### src/rtl/braun_pkg.sv
// Shared definitions for the Braun multiplier arbiter: FSM encoding,
// requester count and the round-robin pick helper.
package braun_pkg;

  localparam int NUM_REQ = 4;

  typedef enum logic [1:0] {
    IDLE = 2'd0,
    CALC = 2'd1,
    DONE = 2'd2
  } state_t;

  // First valid requester at or after ptr, searching upward modulo NUM_REQ.
  // Iterating from the farthest offset down lets the nearest one win.
  function automatic logic [1:0] rr_pick(input logic [NUM_REQ-1:0] valid,
                                         input logic [1:0] ptr);
    logic [1:0] idx;
    rr_pick = ptr;
    for (int k = NUM_REQ - 1; k >= 0; k--) begin
      idx = ptr + 2'(k);
      if (valid[idx]) rr_pick = idx;
    end
  endfunction

endpackage

### src/rtl/braun_multiplier.sv
// Unsigned n x n Braun array multiplier: carry-save rows of full adders
// followed by a ripple-carry vector-merging row for the upper half.
module braun_multiplier #(
  parameter int n = 8
) (
  input  logic [n-1:0]   a,
  input  logic [n-1:0]   b,
  output logic [2*n-1:0] p
);

  logic [n-1:0][n-1:0] row_s;
  logic [n-1:0][n-1:0] row_c;
  logic [n-1:0]        upper;
  logic                x;
  logic                y;
  logic                z;
  logic                carry;

  always_comb begin
    row_s = '0;
    row_c = '0;
    upper = '0;
    p     = '0;
    x     = 1'b0;
    y     = 1'b0;
    z     = 1'b0;
    carry = 1'b0;

    for (int j = 0; j < n; j++) row_s[0][j] = a[j] & b[0];

    // Row i adds partial product i to the previous row's sums (shifted
    // down one column) and carries, all at weight i+j.
    for (int i = 1; i < n; i++) begin
      upper = row_s[i-1] >> 1;
      for (int j = 0; j < n; j++) begin
        x = a[j] & b[i];
        y = upper[j];
        z = row_c[i-1][j];
        row_s[i][j] = x ^ y ^ z;
        row_c[i][j] = (x & y) | (x & z) | (y & z);
      end
    end

    for (int i = 0; i < n; i++) p[i] = row_s[i][0];

    upper = row_s[n-1] >> 1;
    for (int k = 0; k < n; k++) begin
      x = upper[k];
      y = row_c[n-1][k];
      p[n+k] = x ^ y ^ carry;
      carry  = (x & y) | (x & carry) | (y & carry);
    end
  end

endmodule

### src/rtl/braun_mult_arbiter.sv
// Four requesters share one Braun multiplier through a round-robin
// arbiter; one operation in flight, IDLE -> CALC -> DONE.
module braun_mult_arbiter
  import braun_pkg::*;
#(
  parameter int N = 8
) (
  input  logic                 clk,
  input  logic                 rst,
  input  logic [NUM_REQ-1:0]   req_valid,
  output logic [NUM_REQ-1:0]   req_ready,
  input  logic [NUM_REQ*N-1:0] req_a,
  input  logic [NUM_REQ*N-1:0] req_b,
  output logic                 res_valid,
  input  logic                 res_ready,
  output logic [2*N-1:0]       res_p,
  output logic [1:0]           res_id,
  output logic                 busy
);

  // Handshakes: a request transfers on the edge where req_valid[i] and
  // req_ready[i] are both high; a result transfers on the edge where
  // res_valid and res_ready are both high. req_ready is only offered in IDLE.

  state_t         state;
  state_t         state_nxt;
  logic [1:0]     rr_ptr;
  logic [1:0]     grant_idx;
  logic           grant;
  logic [N-1:0]   a_q;
  logic [N-1:0]   b_q;
  logic [1:0]     id_q;
  logic [2*N-1:0] prod;

  braun_multiplier #(.n(N)) u_mult (
    .a (a_q),
    .b (b_q),
    .p (prod)
  );

  always_comb begin
    state_nxt = state;
    req_ready = '0;
    grant     = 1'b0;
    grant_idx = rr_pick(req_valid, rr_ptr);
    case (state)
      IDLE: begin
        if (|req_valid) begin
          grant     = 1'b1;
          req_ready = NUM_REQ'(1) << grant_idx;
          state_nxt = CALC;
        end
      end
      CALC:    state_nxt = DONE;
      DONE:    if (res_ready) state_nxt = IDLE;
      default: state_nxt = IDLE;
    endcase
  end

  always_ff @(posedge clk) begin
    if (rst) begin
      state  <= IDLE;
      rr_ptr <= '0;
      a_q    <= '0;
      b_q    <= '0;
      id_q   <= '0;
      res_p  <= '0;
      res_id <= '0;
    end else begin
      state <= state_nxt;
      if (grant) begin
        a_q    <= req_a[grant_idx*N +: N];
        b_q    <= req_b[grant_idx*N +: N];
        id_q   <= grant_idx;
        rr_ptr <= grant_idx + 2'd1;
      end
      // Result registers only move on leaving CALC, so they hold elsewhere.
      if (state == CALC) begin
        res_p  <= prod;
        res_id <= id_q;
      end
    end
  end

  assign res_valid = (state == DONE);
  assign busy      = (state != IDLE);

endmodule

### config.mk
export PLATFORM = sky130hd
export DESIGN_NAME = braun_mult_arbiter
export DESIGN_NICKNAME = d
export VERILOG_FILES = /design/src/rtl/braun_pkg.sv /design/src/rtl/braun_multiplier.sv /design/src/rtl/braun_mult_arbiter.sv
export SDC_FILE = /design/constraint.sdc
export NUM_CORES = 1
export LEC_CHECK = 0
export ABC_AREA = 1
export ABC_CLOCK_PERIOD_IN_PS = 7400
export CAP_MARGIN = 15
export CORE_MARGIN = 4
export CORE_UTILIZATION = 52
export DETAILED_ROUTE_END_ITERATION = 8
export GPL_TIMING_DRIVEN = 0
export PLACE_DENSITY = 0.8
export SLEW_MARGIN = 20
export SYNTH_ARGS = -nofsm -noshare
export SYNTH_HDL_FRONTEND = slang
export SYNTH_SLANG_ARGS = --single-unit
export TNS_END_PERCENT = 50
### constraint.sdc
create_clock -name clk -period 7.4 [get_ports clk]
set_input_delay 0.74 -clock clk [delete_from_list [all_inputs] [get_ports clk]]
set_output_delay 0.74 -clock clk [all_outputs]
set_load 0.005 [all_outputs]
==> metrics.txt, run 1 <==
P_leak 2.98 nW; end of the critical path res_p[14]; Reg-to-Reg Start b_q[1]; insertion delay to the later sink of the worst-skew pair 290 ps; biggest cell delay along the critical path between 500 and 600 ps; Detailed Place HPWL 8230 um; 1st-iter DRT viols 150; Initial Util 53.3%; Num CTS Buffers 5; largest family of logic cells by synthesized area simple AND/OR/NAND/NOR gates; Max clock buf depth 2; Die X 97.0 um; placed insts 808; Synth Area in Compound Gates 5.29%; sequential share of power between 10% and 20%; I/O Buffers 94; setup TNS 0 ps; H-tree Lvls 2; antenna cell count 0; chip height roughly 97 um; DR WL/cell 12.1 um; grt ovf 0; CP max stage cell fa_1; Mapped Cells 612; clock sinks 40; mux contribution to synthesized area 0%; Site Rows 32; drt first pass iters 6; Max-cap violations 0; Via density 4.85; top post-synthesis cells by area fa_1 23%, dfxtp_1 19%, nand2_1 14%; Seq cells post-synth 40; skew final 10.2 ps; Area growth, synth to finish 28.7%; largest net degree at the start of global routing 15; first-pass GRT wire length 17200 um; residual DRC count 0; count leader, synth nand2_1; fmax 0.143 GHz; Reg-to-Reg End res_p[14]; min cycle time layout 7000 ps; WL final 9830 um; CTS tree yes; Synth top area share 23.3%; fin. max-slew vios 0; Worst Max-Slew Pin Slew just over 500 ps; FF-to-FF path depth 23; Max FO, Critical Path 9; most common flop cell mapped by yosys dfxtp_1; adder-cell share of the synthesized area 27.0%; Synth Cell Area 4120 sq um; core area 7730 sq um; Post-Synth Simple-Gate Area 30.7%; Final ANT Viol Nets 0; sequential share of the synthesized area 19.4%; critical path cell sequence clkbuf_1 -> nand2_1 -> inv_1 -> ha_1 -> inv_1 -> fa_1 -> inv_1 -> fa_1 -> fa_1 -> fa_1 -> fa_1 -> inv_1 -> fa_1 -> inv_1 -> ha_1 -> fa_1 -> fa_1 -> fa_1 -> fa_1 -> fa_1 -> fa_1 -> o21ai_0 -> nor2_1; area of the multi-input gates 2590 sq um; CP required 7590 ps; Crit. End Element register; peak supply drop between 0.0002 and 0.00025 V; clock power share roughly an eighth; worst min path class register to register; worst path arrival time roughly 7200 ps; post-route insts no fill approximately 820; PwrDens 294 nW/um^2; slew margin rel. 65.8%; Post-synth ARST share 0%; Placed Area 5190 sq um; synth unique cells 25; antenna violations before repair 0; status finished clean; crit path from b_q[1]; Setup Viol. Count Final 0; vias in the first global route slightly below 4000; area leader, netlist fa_1; r2r setup slk 400 ps; P_sw 0.000765 W; Sequential Area about 800 sq um; xor/xnor share of the synthesized area 0%; Via Count between 3000 and 4000; Logic pwr share 69.1%; Final GP Congestion 0.819; switching share of total power 49.1%; internal power 0.000794 W; syn_nets 743; fin area 5300 sq um; DIE AREA around 9400 sq um; Root Driver clkbuf_8; I/O pins between 90 and 100; Hold Fails Final Rpt 0; clk slew on worst S/H paths ~90 ps; CP dominant cell by count fa_1; Ys Warns 0; nets@finish 843; fin crit share 94.6%; share of layout cells above drive strength 1 4.21%; min-delay src id_q[1]; post-CTS resize count 0; EDFF count, synth 0; RSZ-0062 raised after global routing false; fillers 651; startpoint types register; GRT Resource Usage Total about 21%; mean post-synth cell area between 6 and 7 sq um; Commonest cells post-synth 159 x nand2_1, 144 x inv_1, 50 x nand3_1, 50 x nor2_1, 48 x fa_1; critical path class register to register
## worst max-delay path, delay by kind of cell (launching register included)
family          cells  cell delay, ps
flops               1             310
fa+ha+maj          14            5530
simple gates        2             150
compound gates      1             200
buf+inv             6             690
## per-stage QoR
stage | power [W] | utilization [%] | hold WS (ps) | setup slack [ps]
final | 0.00156 | 68.6 | 472 | 400
after global routing | 0.00174 | 68.6 | 493 | 32.7
after CTS | 0.00157 | 68.6 | 464 | 262
after detailed placement | 0.00138 | 67.1 | 456 | 279
after global placement | 0.00134 | 67.1 | 449 | 373
after floorplan | 0.00107 | - | 424 | 770
## state kept, by name, indices dropped and copies added (netlist names)
register  flops
a_q           8
b_q           8
id_q          2
res_id        2
res_p        16
rr_ptr        2
state         2
## per-layer routing
metal / vias to the layer above / wire length (um) / track usage, %
met1: 1819 / 4040 / 26.0
li1: 1988 / - / -
met5: - / 0 / 0
met2: 131 / 5020 / 40.1
met3: 16 / 619 / 3.53
met4: 0 / 156 / 4.10
## worst min-delay path by stage
stage | cells after the start | end | slack (ps)
floorplan | 2 | res_id[1] | 420
global placement | 2 | res_id[1] | 450
detailed placement | 2 | res_id[1] | 460
CTS | 2 | res_id[1] | 460
global route | 2 | id_q[0] | 490
finish | 2 | res_id[1] | 470
## final cells by class
type,count,area share [%]
multi-input cells,388,48.9
clock buffers,5,1.30
flip-flops and latches,40,15.1
well taps,102,2.41
repair buffers,94,17.8
plain buffers,33,2.88
inverters,150,10.7
clock inverters,3,0.874
## cell families (layout without fill, tap and decap cells)
family          after synthesis  count (layout)
simple gates                288             288
buf+inv                     184             285
fa+ha+maj                    60              60
compound gates               40              40
flops                        40              40
## cells in the final DEF, fill, tap and decap left out, types with 7 or more instances in the layout
master	instances
nand2_1	159
inv_1	144
clkdlybuf4s50_1	94
nand3_1	50
nor2_1	50
fa_1	48
dfxtp_1	40
clkbuf_1	24
o21ai_0	20
nand3b_1	14
ha_1	12
a21oi_1	11
o211ai_1	7
## what timing repair did
action,CTS,global route
setup endpoints to repair,0,1
hold buffers,0,0
buffers inserted,0,0
## power by group through the flow
stage	Clock (W)	Sequential [W]	Combinational, W
2_1_floorplan	0	0.000296	0.000770
3_3_place_gp	0	0.000296	0.00104
3_5_place_dp	0	0.000298	0.00108
4_1_cts	0.000185	0.000293	0.00109
5_1_grt	0.000193	0.000305	0.00124
6_report	0.000183	0.000299	0.00108
Power figures use the tool's default switching activity.
==> run 2: changes to the inputs <==
--- a/config.mk
+++ b/config.mk
@@ -11,6 +11,7 @@
 export CORE_MARGIN = 4
 export CORE_UTILIZATION = 52
 export DETAILED_ROUTE_END_ITERATION = 8
+export GPL_ROUTABILITY_DRIVEN = 0
 export GPL_TIMING_DRIVEN = 0
 export PLACE_DENSITY = 0.8
 export SLEW_MARGIN = 20
==> results of run 2 <==
Final layout, timing and power as in run 1 (identical DEF).
